## config.mk

```make
export PLATFORM = sky130hd
export DESIGN_NAME = fifo_write_arbiter_flat
export DESIGN_NICKNAME = d
export VERILOG_FILES = /design/src/rtl/fifo_write_arbiter_pkg.sv /design/src/rtl/fifo_write_arbiter_if.sv /design/src/rtl/fifo_write_arbiter_rr_select.sv /design/src/rtl/fifo_write_arbiter.sv /design/src/flat_wrapper.sv
export SDC_FILE = /design/constraint.sdc
export NUM_CORES = 1
export LEC_CHECK = 0
export ABC_CLOCK_PERIOD_IN_PS = 5100
export CAP_MARGIN = 30
export CORE_MARGIN = 3
export CORE_UTILIZATION = 28
export DETAILED_ROUTE_END_ITERATION = 7
export PLACE_DENSITY = 0.86
export SYNTH_ARGS = -nofsm -noshare
export SYNTH_HDL_FRONTEND = slang
export SYNTH_SLANG_ARGS = --single-unit
```

## constraint.sdc

```tcl
create_clock -name clock_in -period 5.1 [get_ports clock_in]
set_input_delay 1.02 -clock clock_in [delete_from_list [all_inputs] [get_ports clock_in]]
set_output_delay 1.02 -clock clock_in [all_outputs]
set_load 0.005 [all_outputs]
```

## src/rtl/fifo_write_arbiter_pkg.sv

```systemverilog
// ============================================================================
// Module      : fifo_arb_pkg
// Description : Shared types and width helpers for the FIFO write arbiter.
// Revision    : 1.0 - initial release
// ============================================================================
`default_nettype none

package fifo_arb_pkg;

  typedef enum logic [0:0] {
    IDLE  = 1'b0,
    GRANT = 1'b1
  } arb_state_t;

  // Index width for n requesters, never narrower than one bit.
  function automatic int idx_width(input int n);
    int w;
    w = $clog2(n);
    return (w < 1) ? 1 : w;
  endfunction

  function automatic int burst_cnt_width(input int max_burst);
    return $clog2(max_burst + 1);
  endfunction

endpackage

`default_nettype wire

```

## src/rtl/fifo_write_arbiter_if.sv

```systemverilog
// ============================================================================
// Module      : fifo_write_arbiter_if
// Description : Requester and FIFO write-port bundle for fifo_write_arbiter.
//               stat_count exists only when FIFO_ARB_STATS_EN is defined.
// Revision    : 1.0 - initial release
// ============================================================================
`default_nettype none

interface fifo_write_arbiter_if
  import fifo_arb_pkg::*;
#(
  parameter int NUM_REQ    = 4,
  parameter int DATA_WIDTH = 32
);

  localparam int c_IDX_W = idx_width(NUM_REQ);

  logic [NUM_REQ*DATA_WIDTH-1:0] req_data;
  logic [NUM_REQ-1:0]            req_valid;
  logic [NUM_REQ-1:0]            req_ready;
  logic [DATA_WIDTH-1:0]         data_in;
  logic                          data_in_valid;
  logic                          data_in_full;
  logic [c_IDX_W-1:0]            grant_id;
  logic                          grant_active;
`ifdef FIFO_ARB_STATS_EN
  logic [NUM_REQ*16-1:0]         stat_count;

  modport master (
    input  req_data, req_valid, data_in_full,
    output req_ready, data_in, data_in_valid, grant_id, grant_active, stat_count
  );

  modport slave (
    output req_data, req_valid, data_in_full,
    input  req_ready, data_in, data_in_valid, grant_id, grant_active, stat_count
  );
`else
  modport master (
    input  req_data, req_valid, data_in_full,
    output req_ready, data_in, data_in_valid, grant_id, grant_active
  );

  modport slave (
    output req_data, req_valid, data_in_full,
    input  req_ready, data_in, data_in_valid, grant_id, grant_active
  );
`endif

endinterface

`default_nettype wire

```

## src/rtl/fifo_write_arbiter_rr_select.sv

```systemverilog
// ============================================================================
// Module      : rr_select
// Description : Combinational round-robin pick: first set request after
//               i_last_grant, wrapping modulo NUM_REQ.
// Revision    : 1.0 - initial release
// ============================================================================
`default_nettype none

module rr_select
  import fifo_arb_pkg::*;
#(
  parameter int NUM_REQ = 4,
  parameter int IDX_W   = idx_width(NUM_REQ)
) (
  input  wire logic [NUM_REQ-1:0] i_req,
  input  wire logic [IDX_W-1:0]   i_last_grant,
  output logic      [IDX_W-1:0]   o_sel,
  output logic                    o_any_req
);

  always_comb begin
    o_sel     = '0;
    o_any_req = 1'b0;
    for (int k = 1; k <= NUM_REQ; k++) begin
      if (!o_any_req && i_req[(int'(i_last_grant) + k) % NUM_REQ]) begin
        o_any_req = 1'b1;
        o_sel     = IDX_W'((int'(i_last_grant) + k) % NUM_REQ);
      end
    end
  end

endmodule

`default_nettype wire

```

## src/rtl/fifo_write_arbiter.sv

```systemverilog
// ============================================================================
// Module      : fifo_write_arbiter
// Description : Round-robin burst arbiter sharing one FIFO write port among
//               NUM_REQ producers. Optional per-requester transfer counters
//               are enabled with the FIFO_ARB_STATS_EN macro.
// Revision    : 1.0 - initial release
// ============================================================================
`default_nettype none

module fifo_write_arbiter
  import fifo_arb_pkg::*;
#(
  parameter int NUM_REQ    = 4,
  parameter int DATA_WIDTH = 32,
  parameter int MAX_BURST  = 8
) (
  input  wire logic            clock_in,
  input  wire logic            rst_in_n,
  fifo_write_arbiter_if.master bus
);

  localparam int               c_IDX_W     = idx_width(NUM_REQ);
  localparam int               c_CNT_W     = burst_cnt_width(MAX_BURST);
  localparam logic [c_CNT_W-1:0] c_LAST_BEAT = c_CNT_W'(MAX_BURST - 1);
  localparam logic [c_IDX_W-1:0] c_LAST_INIT = c_IDX_W'(NUM_REQ - 1);

  arb_state_t         r_state;
  arb_state_t         w_state_nxt;
  logic [c_IDX_W-1:0] r_grant_id;
  logic [c_IDX_W-1:0] w_grant_id_nxt;
  logic [c_IDX_W-1:0] r_last_grant;
  logic [c_IDX_W-1:0] w_last_grant_nxt;
  logic [c_CNT_W-1:0] r_burst_cnt;
  logic [c_CNT_W-1:0] w_burst_cnt_nxt;

  logic [c_IDX_W-1:0] w_sel;
  logic               w_any_req;
  logic               w_gnt_valid;
  logic               w_grant_active;
  logic               w_data_in_valid;
  logic               w_xfer;
  logic [NUM_REQ-1:0] w_req_ready;

  rr_select #(
    .NUM_REQ (NUM_REQ),
    .IDX_W   (c_IDX_W)
  ) u_rr_select (
    .i_req        (bus.req_valid),
    .i_last_grant (r_last_grant),
    .o_sel        (w_sel),
    .o_any_req    (w_any_req)
  );

  assign w_gnt_valid = bus.req_valid[r_grant_id];
  assign w_xfer      = w_data_in_valid && !bus.data_in_full;

  always_ff @(posedge clock_in or negedge rst_in_n) begin
    if (!rst_in_n) begin
      r_state <= IDLE;
    end else begin
      r_state <= w_state_nxt;
    end
  end

  always_ff @(posedge clock_in or negedge rst_in_n) begin
    if (!rst_in_n) begin
      r_grant_id   <= '0;
      r_last_grant <= c_LAST_INIT;
      r_burst_cnt  <= '0;
    end else begin
      r_grant_id   <= w_grant_id_nxt;
      r_last_grant <= w_last_grant_nxt;
      r_burst_cnt  <= w_burst_cnt_nxt;
    end
  end

  // A dropped valid ends the grant even while the FIFO is full.
  always_comb begin
    w_state_nxt      = r_state;
    w_grant_id_nxt   = r_grant_id;
    w_last_grant_nxt = r_last_grant;
    w_burst_cnt_nxt  = r_burst_cnt;
    case (r_state)
      IDLE: begin
        if (w_any_req) begin
          w_state_nxt     = GRANT;
          w_grant_id_nxt  = w_sel;
          w_burst_cnt_nxt = '0;
        end
      end
      GRANT: begin
        if (!w_gnt_valid) begin
          w_state_nxt      = IDLE;
          w_last_grant_nxt = r_grant_id;
        end else if (w_xfer) begin
          if (r_burst_cnt == c_LAST_BEAT) begin
            w_state_nxt      = IDLE;
            w_last_grant_nxt = r_grant_id;
          end else begin
            w_burst_cnt_nxt = r_burst_cnt + c_CNT_W'(1);
          end
        end
      end
      default: w_state_nxt = IDLE;
    endcase
  end

  always_comb begin
    w_grant_active  = (r_state == GRANT);
    w_data_in_valid = w_grant_active && w_gnt_valid;
    w_req_ready     = '0;
    if (w_grant_active && !bus.data_in_full) begin
      w_req_ready[r_grant_id] = 1'b1;
    end
  end

  assign bus.grant_active  = w_grant_active;
  assign bus.grant_id      = r_grant_id;
  assign bus.data_in_valid = w_data_in_valid;
  assign bus.req_ready     = w_req_ready;
  assign bus.data_in       = bus.req_data[int'(r_grant_id)*DATA_WIDTH +: DATA_WIDTH];

`ifdef FIFO_ARB_STATS_EN
  for (genvar gi = 0; gi < NUM_REQ; gi++) begin : g_stat
    logic [15:0] r_count;

    // Saturating so a long-running requester never wraps back to a small value.
    always_ff @(posedge clock_in or negedge rst_in_n) begin
      if (!rst_in_n) begin
        r_count <= '0;
      end else if (w_xfer && (r_grant_id == c_IDX_W'(gi)) && (r_count != 16'hFFFF)) begin
        r_count <= r_count + 16'd1;
      end
    end

    assign bus.stat_count[gi*16 +: 16] = r_count;
  end
`endif

endmodule

`default_nettype wire

```

## src/flat_wrapper.sv

```systemverilog
// flat-port wrapper written by rule: the top's interface ports become plain ports
module fifo_write_arbiter_flat import fifo_arb_pkg::*;
#(
  parameter int NUM_REQ    = 4,
  parameter int DATA_WIDTH = 32,
  parameter int MAX_BURST  = 8
)
  (clock_in, rst_in_n, bus_req_data, bus_req_valid, bus_data_in_full, bus_req_ready, bus_data_in, bus_data_in_valid, bus_grant_id, bus_grant_active);
  fifo_write_arbiter_if #(.NUM_REQ(NUM_REQ), .DATA_WIDTH(DATA_WIDTH)) bus_i ();
  input  wire logic clock_in;
  input  wire logic rst_in_n;
  input wire logic [$bits(bus_i.req_data)-1:0] bus_req_data;
  input wire logic [$bits(bus_i.req_valid)-1:0] bus_req_valid;
  input wire logic [$bits(bus_i.data_in_full)-1:0] bus_data_in_full;
  output wire logic [$bits(bus_i.req_ready)-1:0] bus_req_ready;
  output wire logic [$bits(bus_i.data_in)-1:0] bus_data_in;
  output wire logic [$bits(bus_i.data_in_valid)-1:0] bus_data_in_valid;
  output wire logic [$bits(bus_i.grant_id)-1:0] bus_grant_id;
  output wire logic [$bits(bus_i.grant_active)-1:0] bus_grant_active;
  assign bus_i.req_data = bus_req_data;
  assign bus_i.req_valid = bus_req_valid;
  assign bus_i.data_in_full = bus_data_in_full;
  assign bus_req_ready = bus_i.req_ready;
  assign bus_data_in = bus_i.data_in;
  assign bus_data_in_valid = bus_i.data_in_valid;
  assign bus_grant_id = bus_i.grant_id;
  assign bus_grant_active = bus_i.grant_active;
  fifo_write_arbiter #(.NUM_REQ(NUM_REQ), .DATA_WIDTH(DATA_WIDTH), .MAX_BURST(MAX_BURST)) u_core (.clock_in(clock_in), .rst_in_n(rst_in_n), .bus(bus_i));
endmodule
```

# Word-level counts from Yosys, hierarchy flattened
# Cells that the tools add are included.
# classes
n_addsub,5
mul,0
n_div,0
order_cmp,6
eq_ne,7
shift,1
muxes,38
n_bitwise,5
n_reduce_logical,18
# op_table
op,count
variable part select 128 x 8 -> 32 bit,1
two-way mux 4 bit,5
two-way mux 1 bit,18
less-than comparator 3 x 4 -> 1 bit (second input constant),4
two-way mux 2 bit,7
inequality test 2 bit (second input constant),6
binary-select mux 1 bit (select 2 bit),5
one-hot mux 4 bit (2 select lines),1
OR reduction 2 bit,4
logical AND 1 bit,7
adder 2 x 1 -> 2 bit (second input constant),2
adder 2 bit (second input constant),2
adder 4 x 1 -> 4 bit (second input constant),1
bitwise AND 1 bit (first input constant),4
equality test 4 x 3 -> 1 bit (second input constant),1
zero test 1 bit,4
AND reduction 4 bit,1
less-than comparator 2 x 3 -> 1 bit (second input constant),1
AND reduction 3 bit,1
demux 1 bit (select 2 bit),1
greater-or-equal comparator 2 x 1 -> 1 bit (second input constant),1
one-hot mux 1 bit (2 select lines),1
AND reduction 2 bit,1
NOT 1 bit,1
# word_totals
ff_bits,9
latchBits,0
ramBits,0
mem_bits_ro,0
in_bits,135
output_inout_bits,40
n_memories,0

# Logic depth before layout (Yosys ltp)
# Gate-level depths: netlist of run 1.
# logic_depth
ltp_word,18
mapped_depth,4
mapped_depth_nobuf,4

# Cells and area by module
# Synthesis of run 1 repeated with hierarchy kept, for this count alone.
# unflattened
cells_unflattened,101
hier_area_um2,1366.3
# modules_own_cells
module,instances,cells_per_inst,area_each_um2,seq_area_each_um2
fifo_write_arbiter,1,87,1275.0,227.7
rr_select,1,14,91.3,0.0

# Worst setup path after synthesis of run 1
# OpenSTA, ideal clock, no wires.
# synth_timing
path_kind,input to output
start,in bus_req_valid[3]
end,out bus_data_in_valid
arrival_ns,1.723
path_slack_ns,2.357
cell_stages,2
path_cell_list,mux4_2 -> and2_1
# synth_via
elab_chain_len,3
# synth_rtl
item,line_no,source
from (decl),flat_wrapper.sv:13,input wire logic [$bits(bus_i.req_valid)-1:0] bus_req_valid;
binary-select mux 1 bit (select 2 bit),fifo_write_arbiter.sv:54,assign w_gnt_valid = bus.req_valid[r_grant_id];
two-way mux 1 bit (not written as such),fifo_write_arbiter.sv:54,
logical AND 1 bit,fifo_write_arbiter.sv:110,w_data_in_valid = w_grant_active && w_gnt_valid;
to (decl),flat_wrapper.sv:17,output wire logic [$bits(bus_i.data_in_valid)-1:0] bus_data_in_valid;
# No other way between the ends. The select of a mux whose other input is x is not followed.

# Worst setup path after layout of run 1
# Ends and elaborated chain as after synthesis.

==> results of run 1 <==
[layer usage]
layer	global-route usage (%)	vias up	wire, um
met5	0	-	0
li1	-	779	-
met3	6.008	10	652
met1	22.52	821	2083
met4	5.929	0	120
met2	40.33	88	3692
[layout make-up]
type                       count  area share (%)
inverter                       1          0.1185
timing repair buffer         176           55.45
clock buffer                   4           1.422
multi-input combinational     79           33.73
tap                           52           2.054
sequential                     9           7.227
[cells in the mapped netlist (all sizes together)]
cell type   n
a21o        2
a21oi       3
a311o       1
a31o        1
and2        1
and3        2
and3b       2
and4        1
and4b       2
buf         5
clkbuf      3
dfrtp       7
dfstp       2
ha          1
inv         1
mux2        2
mux2i       3
mux4       33
nand2       4
nand2b      1
nand3       2
nand3b      1
nand4       1
nand4bb     1
nor2        3
nor2b       2
nor3        1
nor3b       1
nor4        2
o21ai       3
o31ai       1
o41a        1
or4         1
[power groups by stage]
stage          Clock, mW  Sequential, mW  Combinational (mW)
6_report          0.0822           0.210               0.895
5_1_grt           0.0904           0.223               0.958
3_5_place_dp           0           0.211               0.902
3_3_place_gp           0           0.212               0.889
4_1_cts           0.0835           0.211               0.905
2_1_floorplan          0           0.134               0.489
[worst max-delay path by stage]
stage	to	start	depth (start not counted)
5_1_grt	bus_data_in_valid	bus_req_valid[3]	4
6_report	bus_data_in_valid	bus_req_valid[3]	4
2_1_floorplan	bus_data_in_valid	bus_req_valid[3]	2
4_1_cts	bus_data_in_valid	bus_req_valid[3]	4
3_5_place_dp	bus_data_in_valid	bus_req_valid[3]	4
3_3_place_gp	bus_data_in_valid	bus_req_valid[3]	4
[flip-flops by register name, summed over array words and instances (netlist names)]
name and cells:
u_core.r_last_grant 2, u_core.bus.grant_active 1, u_core.bus.grant_id 2, u_core.r_burst_cnt 4
[per-stage QoR]
step                utilization [%]  power (mW)  std cells  hold WS (ps)  setup WS (ps)
global route                  70.81       1.272        321         543.2           1278
detailed placement            69.80       1.113        317         499.0           1359
global placement              69.80       1.101        317         487.8           1375
CTS                           70.81       1.200        321         504.9           1348
finish                        70.81       1.187        321         502.2           1343
floorplan                         -      0.6230         97         459.7           2357
[logic make-up (layout without fill, tap and decap cells)]
kind of cell	count (synthesis)	in the layout	share of synthesized area (%)
flip-flops	9	9	17.03
multiplexers	38	38	59.49
buffers and inverters	9	181	3.086
adder cells (fa/ha/maj)	1	1	0.9353
AO/OA/AOI/OAI	12	12	6.173
AND/OR/NAND/NOR	28	28	13.28
[critical path: cells and delay by family]
kind	cells	cell delay (ps)
buffers and inverters	2	930
muxes	1	590
and+or+nand+nor	1	200
==> flow_metrics.env, run 1 <==
export IMPL_crit_type="in2out"
export IMPL_die_area_mm2=0.005642
export IMPL_gp_congestion=0.7847
export IMPL_nFillCells=337
export IMPL_hold_class="reg2reg"
export IMPL_rrSetupSlack_ps=2850
export IMPL_dpl_hpwl_um=5709
export IMPL_holdPathStages=1
export IMPL_pwr_share_clk_pct=6.9
export IMPL_synth_seq_area_share_pct=17.03
export IMPL_areaGrowthSynthToFinish_pct=136.9
export IMPL_detail_route_wl_per_cell_um=20.40
export IMPL_max_freq_mhz=266.2
export IMPL_cts_root_buf="clkbuf_8"
export IMPL_critPathLaunchType="primary input"
export IMPL_ctsHoldBuffers=0
export IMPL_htree_num_levels=1
export IMPL_synth_fp_nets=233
export IMPL_critPathMaxFanout=8
export IMPL_drive_gt1_share_pct=16.36
export IMPL_worstSkewPairLatency_ps=230
export IMPL_drcViolationCount=0
export IMPL_p_int_uw=796.8
export IMPL_fin_skew_ps=7.262
export IMPL_finalCriticalPeriod_ps=3757
export IMPL_cts_resized=0
export IMPL_cp_end_kind="output pin"
export IMPL_grt_max_degree=28
export IMPL_critPathRequiredTime_ps=4080
export IMPL_nets=406
export IMPL_worst_hold_startpoint="u_core.r_burst_cnt[0]$_DFFE_PN0P_"
export IMPL_swShare_pct=32.88
export IMPL_antenna_found_initial=0
export IMPL_num_io_pins=175
export IMPL_hold_viol=0
export IMPL_synth_area_mm2=0.001338
export IMPL_maxSlewHeadroom_pct=46.39
export IMPL_comb_power_share_pct=75.4
export IMPL_syn_inst=97
export IMPL_grt_first_pass_wirelength_um=8907
export IMPL_cts_tree="built"
export IMPL_syn_avg_cell_area_um2=13.79
export IMPL_status="finished, final reports clean"
export IMPL_wirelength_um=6549
export IMPL_r2r_cells=3
export IMPL_cts_setup_buffers=0
export IMPL_start_util_pct=29.89
export IMPL_chipWidth_um=75.12
export IMPL_ant_nets=0
export IMPL_die_h_um=75.12
export IMPL_cts_buffer_depth=2
export IMPL_core_area_mm2=0.004474
export IMPL_postLayoutCellArea_mm2=0.003168
export IMPL_drv_slew=0
export IMPL_diodes=0
export IMPL_seqCellArea_um2=229.0
export IMPL_setup_tns_ps=0
export IMPL_mostFrequentLayoutCells="clkdlybuf4s50_1, mux4_2, dfrtp_1"
export IMPL_avgViaCountPerCell=5.290
export IMPL_yosysUniqueCellTypes=35
export IMPL_leakage_nw=1.189
export IMPL_reg2reg_from="u_core.bus.grant_id[1]$_DFFE_PN0P_"
export IMPL_clk_pin_slew_ps=50
export IMPL_track_usage_pct=21.19
export IMPL_grt_pass1_vias=1745
export IMPL_rr_endpoint="u_core.r_last_grant[1]$_DFFE_PN1P_"
export IMPL_drtIter0Drc=47
export IMPL_crit_top_cell="clkdlybuf4s50_1"
export IMPL_worstPathArrival_ps=2740
export IMPL_fp_row_count=24
export IMPL_slowest_delay_ps=590
export IMPL_multi_input_area_mm2=0.001069
export IMPL_holdPathEnd="u_core.r_burst_cnt[0]$_DFFE_PN0P_"
export IMPL_ys_warn_count=0
export IMPL_p_switching_uw=390.4
export IMPL_ys_ff_latch=9
export IMPL_p_seq_share_pct=17.7
export IMPL_mostFrequentLayoutCell="clkdlybuf4s50_1"
export IMPL_tightest_slew_ps=804.2
export IMPL_overflow=0
export IMPL_dr_pass1_iters=4
export IMPL_ir_worst_vdd_mv=0.3233
export IMPL_yosysTopAreaCell="mux4_2"
export IMPL_crit_path_cell_trace="clkdlybuf4s50_1, mux4_2, and2_1, clkdlybuf4s50_1"
export IMPL_slowest_stage="mux4_2"
export IMPL_drv_cap=0
export IMPL_power_density_mw_per_mm2=374.7
export IMPL_numClockSinks=9
export IMPL_fin_crit_sh_pct=73.67
export IMPL_setup_viol_count_final=0
export IMPL_grt_setup_unrepaired="no"
export IMPL_synthTopCellsByArea="mux4_2, dfrtp_1, dfstp_2, mux2i_1, mux2_2"
export IMPL_place_area_mm2=0.003123
export IMPL_cts_buffers=3
export IMPL_num_vias=1698
export IMPL_yosysTopAreaCellShare_pct=55.57
export IMPL_port_buffers=174
No activity file was read; power rests on OpenSTA's default activity.
==> inputs of run 2 (changes only) <==
Settings changed: ABC_CLOCK_PERIOD_IN_PS 5100 to 3650, CORE_UTILIZATION 28 to 26, PLACE_DENSITY 0.86 to 0.81.
Clock period 5.1 ns to 3.65 ns, I/O delays scaled along.
==> run 2 against run 1 <==
Combinational power up 47%. Sequential power up 20%. First-iteration DRC count rose by 60%. Global-route usage is 1.1 points higher. Non-clock buffer count rose by 1. Routed wire length rose by 3.6%. Setup slack lost 880 ps. Cell count is 5.0% higher. Clock skew decreased by 4.0 ps. Total power is 42% higher. Via count did not move. Cell area is 1.2% higher.
==> flow_metrics.env, run 2 (same netlist as run 1, synthesis figures left out) <==
export IMPL_status="finished, final reports clean"
export IMPL_numClockSinks=9
export IMPL_wirelength_um=6783
export IMPL_grt_busiest_layer="met2"
export IMPL_cts_tree="built"
export IMPL_hold_class="reg2reg"
export IMPL_overflow=0
export IMPL_htree_num_levels=1
export IMPL_fp_row_count=25
export IMPL_fin_cells=337
export IMPL_hold_viol=0
export IMPL_grt_util_met3_pct=3.944
export IMPL_setup_viol_count_final=0
export IMPL_dr_pass1_iters=4
export IMPL_dpl_hpwl_um=5868
export IMPL_fin_skew_ps=3.250
export IMPL_avgViaCountPerCell=5.039
export IMPL_areaGrowthSynthToFinish_pct=139.8
export IMPL_grt_setup_unrepaired="no"
export IMPL_regMostFlops="u_core.r_burst_cnt"
export IMPL_reg2reg_from="u_core.bus.grant_id[1]$_DFFE_PN0P_"
export IMPL_worst_hold_startpoint="u_core.r_burst_cnt[0]$_DFFE_PN0P_"
export IMPL_leakage_nw=1.199
export IMPL_holdWs_ps=521.2
export IMPL_antenna_found_initial=0
export IMPL_postLayoutCellArea_mm2=0.003207
export IMPL_final_util_pct=66.14
export IMPL_grt_use_met1_pct=25.46
export IMPL_finalCriticalPeriod_ps=3184
export IMPL_critPathLaunchType="primary input"
export IMPL_mostFrequentLayoutCells="clkdlybuf4s50_1, mux4_2, dfrtp_1"
export IMPL_port_buffers=174
export IMPL_nFillCells=393
export IMPL_crit_type="in2out"
export IMPL_grt_max_degree=30
export IMPL_drcViolationCount=0
export IMPL_ctsHoldBuffers=0
export IMPL_max_freq_mhz=314.1
export IMPL_setup_ws_ps=466.1
export IMPL_critPathMaxFanout=8
export IMPL_nets=407
export IMPL_worstPathArrival_ps=2450
export IMPL_drive_gt1_share_pct=16.67
export IMPL_cts_buffers=3
export IMPL_cts_root_buf="clkbuf_8"
export IMPL_largest_reg_flops=4
export IMPL_start_util_pct=27.59
export IMPL_drv_slew=0
export IMPL_holdPathStages=1
export IMPL_maxSlewHeadroom_pct=61.07
export IMPL_holdPathEnd="u_core.r_burst_cnt[0]$_DFFE_PN0P_"
export IMPL_power_density_mw_per_mm2=527.4
export IMPL_clk_pin_slew_ps=50
export IMPL_cts_setup_buffers=0
export IMPL_dp_worst_setup_slack_ps=466.7
export IMPL_grt_first_pass_wirelength_um=10340
export IMPL_place_area_mm2=0.003162
export IMPL_rr_endpoint="u_core.r_last_grant[0]$_DFFE_PN1P_"
export IMPL_use_met2_pct=41.87
export IMPL_grt_pass1_vias=1844
export IMPL_chipWidth_um=77.73
export IMPL_cp_end_kind="output pin"
export IMPL_ir_worst_vdd_mv=0.4530
export IMPL_tightest_slew_ps=578.6
export IMPL_num_io_pins=175
export IMPL_p_total_mw=1.691
export IMPL_core_area_mm2=0.004848
export IMPL_track_usage_pct=22.33
export IMPL_cts_resized=0
export IMPL_num_vias=1698
export IMPL_worstSkewPairLatency_ps=240
export IMPL_dp_cells=333
export IMPL_drv_cap=0
export IMPL_setup_tns_ps=0
export IMPL_die_area_mm2=0.006041
export IMPL_fin_crit_sh_pct=87.23
export IMPL_diodes=0
export IMPL_critPathRequiredTime_ps=2920
export IMPL_rrSetupSlack_ps=1720
export IMPL_mostFrequentLayoutCell="clkdlybuf4s50_1"
export IMPL_ant_nets=0
export IMPL_drtIter0Drc=75
export IMPL_r2r_cells=3
export IMPL_cts_buffer_depth=2
export IMPL_die_h_um=77.73
export IMPL_detail_route_wl_per_cell_um=20.13
export IMPL_gp_congestion=0.7870
-- run 2: how the worst max path moves through the flow --
stage,startpoint,to,depth (start not counted)
floorplan,u_core.bus.grant_id[0]$_DFFE_PN0P_,bus_data_in[0],3
global placement,bus_req_valid[3],bus_data_in_valid,4
detailed placement,bus_req_valid[3],bus_data_in_valid,4
CTS,bus_req_valid[3],bus_data_in_valid,4
global route,bus_req_valid[3],bus_data_in_valid,4
finish,bus_req_valid[3],bus_data_in_valid,4
-- run 2: final cells by class --
cell class,count,area (um^2),share of cell area [%]
well taps,67,83.83,2.614
multi-input cells,79,1069,33.32
flip-flops and latches,9,229.0,7.140
inverters,1,3.754,0.1171
repair buffers,177,1777,55.40
clock buffers,4,45.04,1.405
-- run 2: per-layer routing --
metal | share of wire, % | up-vias
met2 | 55 | 84
li1 | - | 779
met1 | 36 | 820
met3 | 6.9 | 15
met5 | 0 | -
met4 | 2.4 | 0
-- run 2: report_power, final --
part	switching [mW]	total, mW	internal, mW
Combinational	0.411	1.32	0.911
Clock	0.0407	0.117	0.0762
Sequential	0.105	0.253	0.148
-- run 2: critical path: stages --
cell             delay [ps]
clkdlybuf4s50_1         500
mux4_2                  590
and2_1                  190
clkdlybuf4s50_1         440
==> inputs of run 3 (changes only) <==
Settings changed: CORE_AREA from default to 3 3 66 68, CORE_MARGIN 3 to default, CORE_UTILIZATION 26 to default, DIE_AREA from default to 0 0 69 71, DONT_BUFFER_PORTS from default to 1, PLACE_DENSITY 0.81 to 0.46.
==> run 3 against run 2 <==
Global-route usage down 3.3 points. Combinational power down 46%. Non-clock buffer count is 175 lower. Sequential power increased by 9.1%. Fmax increased by 19%. Total power fell by 35%. Hold slack worse by 330 ps. Via count is 37% lower. First-iteration DRC count is 64% lower. Sequential share of layout area grew 8.8 points. Clock skew is 0.69 ps higher. Largest cell class is now multi-input combinational cells.
==> flow_metrics.env, run 3 (same netlist as run 1, synthesis figures left out) <==
export IMPL_status="finished, final reports clean"
export IMPL_drv_slew=0
export IMPL_mostFrequentLayoutCell="mux4_2"
export IMPL_finalCriticalPeriod_ps=2682
export IMPL_slowest_stage="dfrtp_1"
export IMPL_worstPathArrival_ps=1950
export IMPL_drv_cap=0
export IMPL_num_io_pins=175
export IMPL_cts_setup_buffers=0
export IMPL_ctsHoldBuffers=0
export IMPL_postLayoutCellArea_mm2=0.001436
export IMPL_power_density_mw_per_mm2=765.4
export IMPL_core_area_mm2=0.003914
export IMPL_mostFrequentLayoutCells="mux4_2, dfrtp_1, nand2_1"
export IMPL_diodes=0
export IMPL_setup_tns_ps=0
export IMPL_routed_top_layer="met5"
export IMPL_hold_class="in2async"
export IMPL_ant_nets=0
export IMPL_cts_root_buf="clkbuf_8"
export IMPL_p_switching_uw=452.3
export IMPL_avgViaCountPerCell=7.379
export IMPL_p_seq_share_pct=25.1
export IMPL_fin_crit_sh_pct=73.47
export IMPL_grt_first_pass_wirelength_um=7134
export IMPL_detail_route_wl_per_cell_um=34.90
export IMPL_chipWidth_um=69
export IMPL_antenna_found_initial=1
export IMPL_crit_path_cell_trace="mux4_2, and2_1"
export IMPL_numClockSinks=9
export IMPL_hold_viol=0
export IMPL_track_usage_pct=19.01
export IMPL_wl_met3_um=589
export IMPL_grt_pass1_vias=1130
export IMPL_holdWs_ps=191.0
export IMPL_port_buffers=0
export IMPL_fin_cells=145
export IMPL_p_total_mw=1.099
export IMPL_slowest_delay_ps=830
export IMPL_max_freq_mhz=372.9
export IMPL_overflow=0
export IMPL_htree_num_levels=1
export IMPL_grt_max_degree=22
export IMPL_dp_cells=141
export IMPL_dpl_hpwl_um=4539
export IMPL_cp_end_kind="output pin"
export IMPL_path_delay_family="flip-flops"
export IMPL_tightest_slew_ps=762.9
export IMPL_areaGrowthSynthToFinish_pct=7.390
export IMPL_critPathRequiredTime_ps=2920
export IMPL_crit_type="reg2out"
export IMPL_cts_tree="built"
export IMPL_grt_setup_unrepaired="no"
export IMPL_start_util_pct=34.18
export IMPL_num_vias=1070
export IMPL_die_area_mm2=0.004899
export IMPL_largest_reg_flops=4
export IMPL_drcViolationCount=0
export IMPL_pwr_share_clk_pct=10.4
export IMPL_clk_pin_slew_ps=50
export IMPL_fin_skew_ps=3.943
export IMPL_critPathMaxFanout=21
export IMPL_setup_viol_count_final=0
export IMPL_wl_met1_um=1867
export IMPL_cts_buffers=3
export IMPL_gp_congestion=0.9518
export IMPL_fp_row_count=23
export IMPL_drtIter0Drc=27
export IMPL_die_h_um=71
export IMPL_place_area_mm2=0.001391
export IMPL_worst_path_buf_inv=0
export IMPL_swShare_pct=41.14
export IMPL_maxSlewHeadroom_pct=49.14
export IMPL_cts_resized=0
export IMPL_nets=232
export IMPL_critPathLaunchType="flop"
export IMPL_worstSkewPairLatency_ps=230
export IMPL_ir_worst_vdd_mv=0.3831
export IMPL_regMostFlops="u_core.r_burst_cnt"
export IMPL_cts_buffer_depth=2
export IMPL_leakage_nw=0.5153
export IMPL_p_int_uw=647.2
export IMPL_route_met2_wl_um=2431
export IMPL_wirelength_um=5061
export IMPL_drive_gt1_share_pct=46.32
export IMPL_comb_power_share_pct=64.5
export IMPL_dr_pass1_iters=4
run 3: path summary, 6_finish.rpt:
path	start	end	slack [ps]	depth (start not counted)
worst max register to register	u_core.bus.grant_id[1]$_DFFE_PN0P_	u_core.r_last_grant[1]$_DFFE_PN1P_	1450	3
worst min-delay path	rst_in_n	u_core.r_burst_cnt[0]$_DFFE_PN0P_	190	0
worst max-delay path	u_core.bus.grant_id[1]$_DFFE_PN0P_	bus_data_in_valid	970	2
min in group clock_in	u_core.r_burst_cnt[0]$_DFFE_PN0P_	u_core.r_burst_cnt[0]$_DFFE_PN0P_	500	1
max in group asynchronous	rst_in_n	u_core.r_last_grant[1]$_DFFE_PN1P_	3290	0
worst min register to register	u_core.r_burst_cnt[0]$_DFFE_PN0P_	u_core.r_burst_cnt[0]$_DFFE_PN0P_	500	1
run 3: layout make-up:
type	instances	area, um^2
well taps	50	62.56
clock buffers	4	45.04
fillers	387	2477
flip-flops and latches	9	229.0
multi-input cells	79	1069
inverters	1	3.754
repair buffers	2	27.53
run 3: metal layers:
| metal | global-route usage (%) | vias up |
|---|---|---|
| li1 | - | 427 |
| met1 | 23.91 | 531 |
| met3 | 8.239 | 17 |
| met5 | 0 | - |
| met4 | 7.809 | 2 |
| met2 | 28.81 | 93 |
run 3: power by group through the flow:
| stage | clock network (mW) | logic (mW) | registers, mW |
|---|---|---|---|
| after floorplan | 0 | 0.683 | 0.188 |
| after global placement | 0 | 0.634 | 0.329 |
| after detailed placement | 0 | 0.717 | 0.281 |
| after CTS | 0.117 | 0.719 | 0.280 |
| after global routing | 0.125 | 0.756 | 0.299 |
| final | 0.114 | 0.709 | 0.276 |
run 3: through the flow:
step | util, % | setup WS (ps)
2_1_floorplan | - | 1478
3_3_place_gp | 35.04 | 1097
3_5_place_dp | 35.55 | 1207
4_1_cts | 36.70 | 948.2
5_1_grt | 36.70 | 872.5
6_report | 36.70 | 968.4
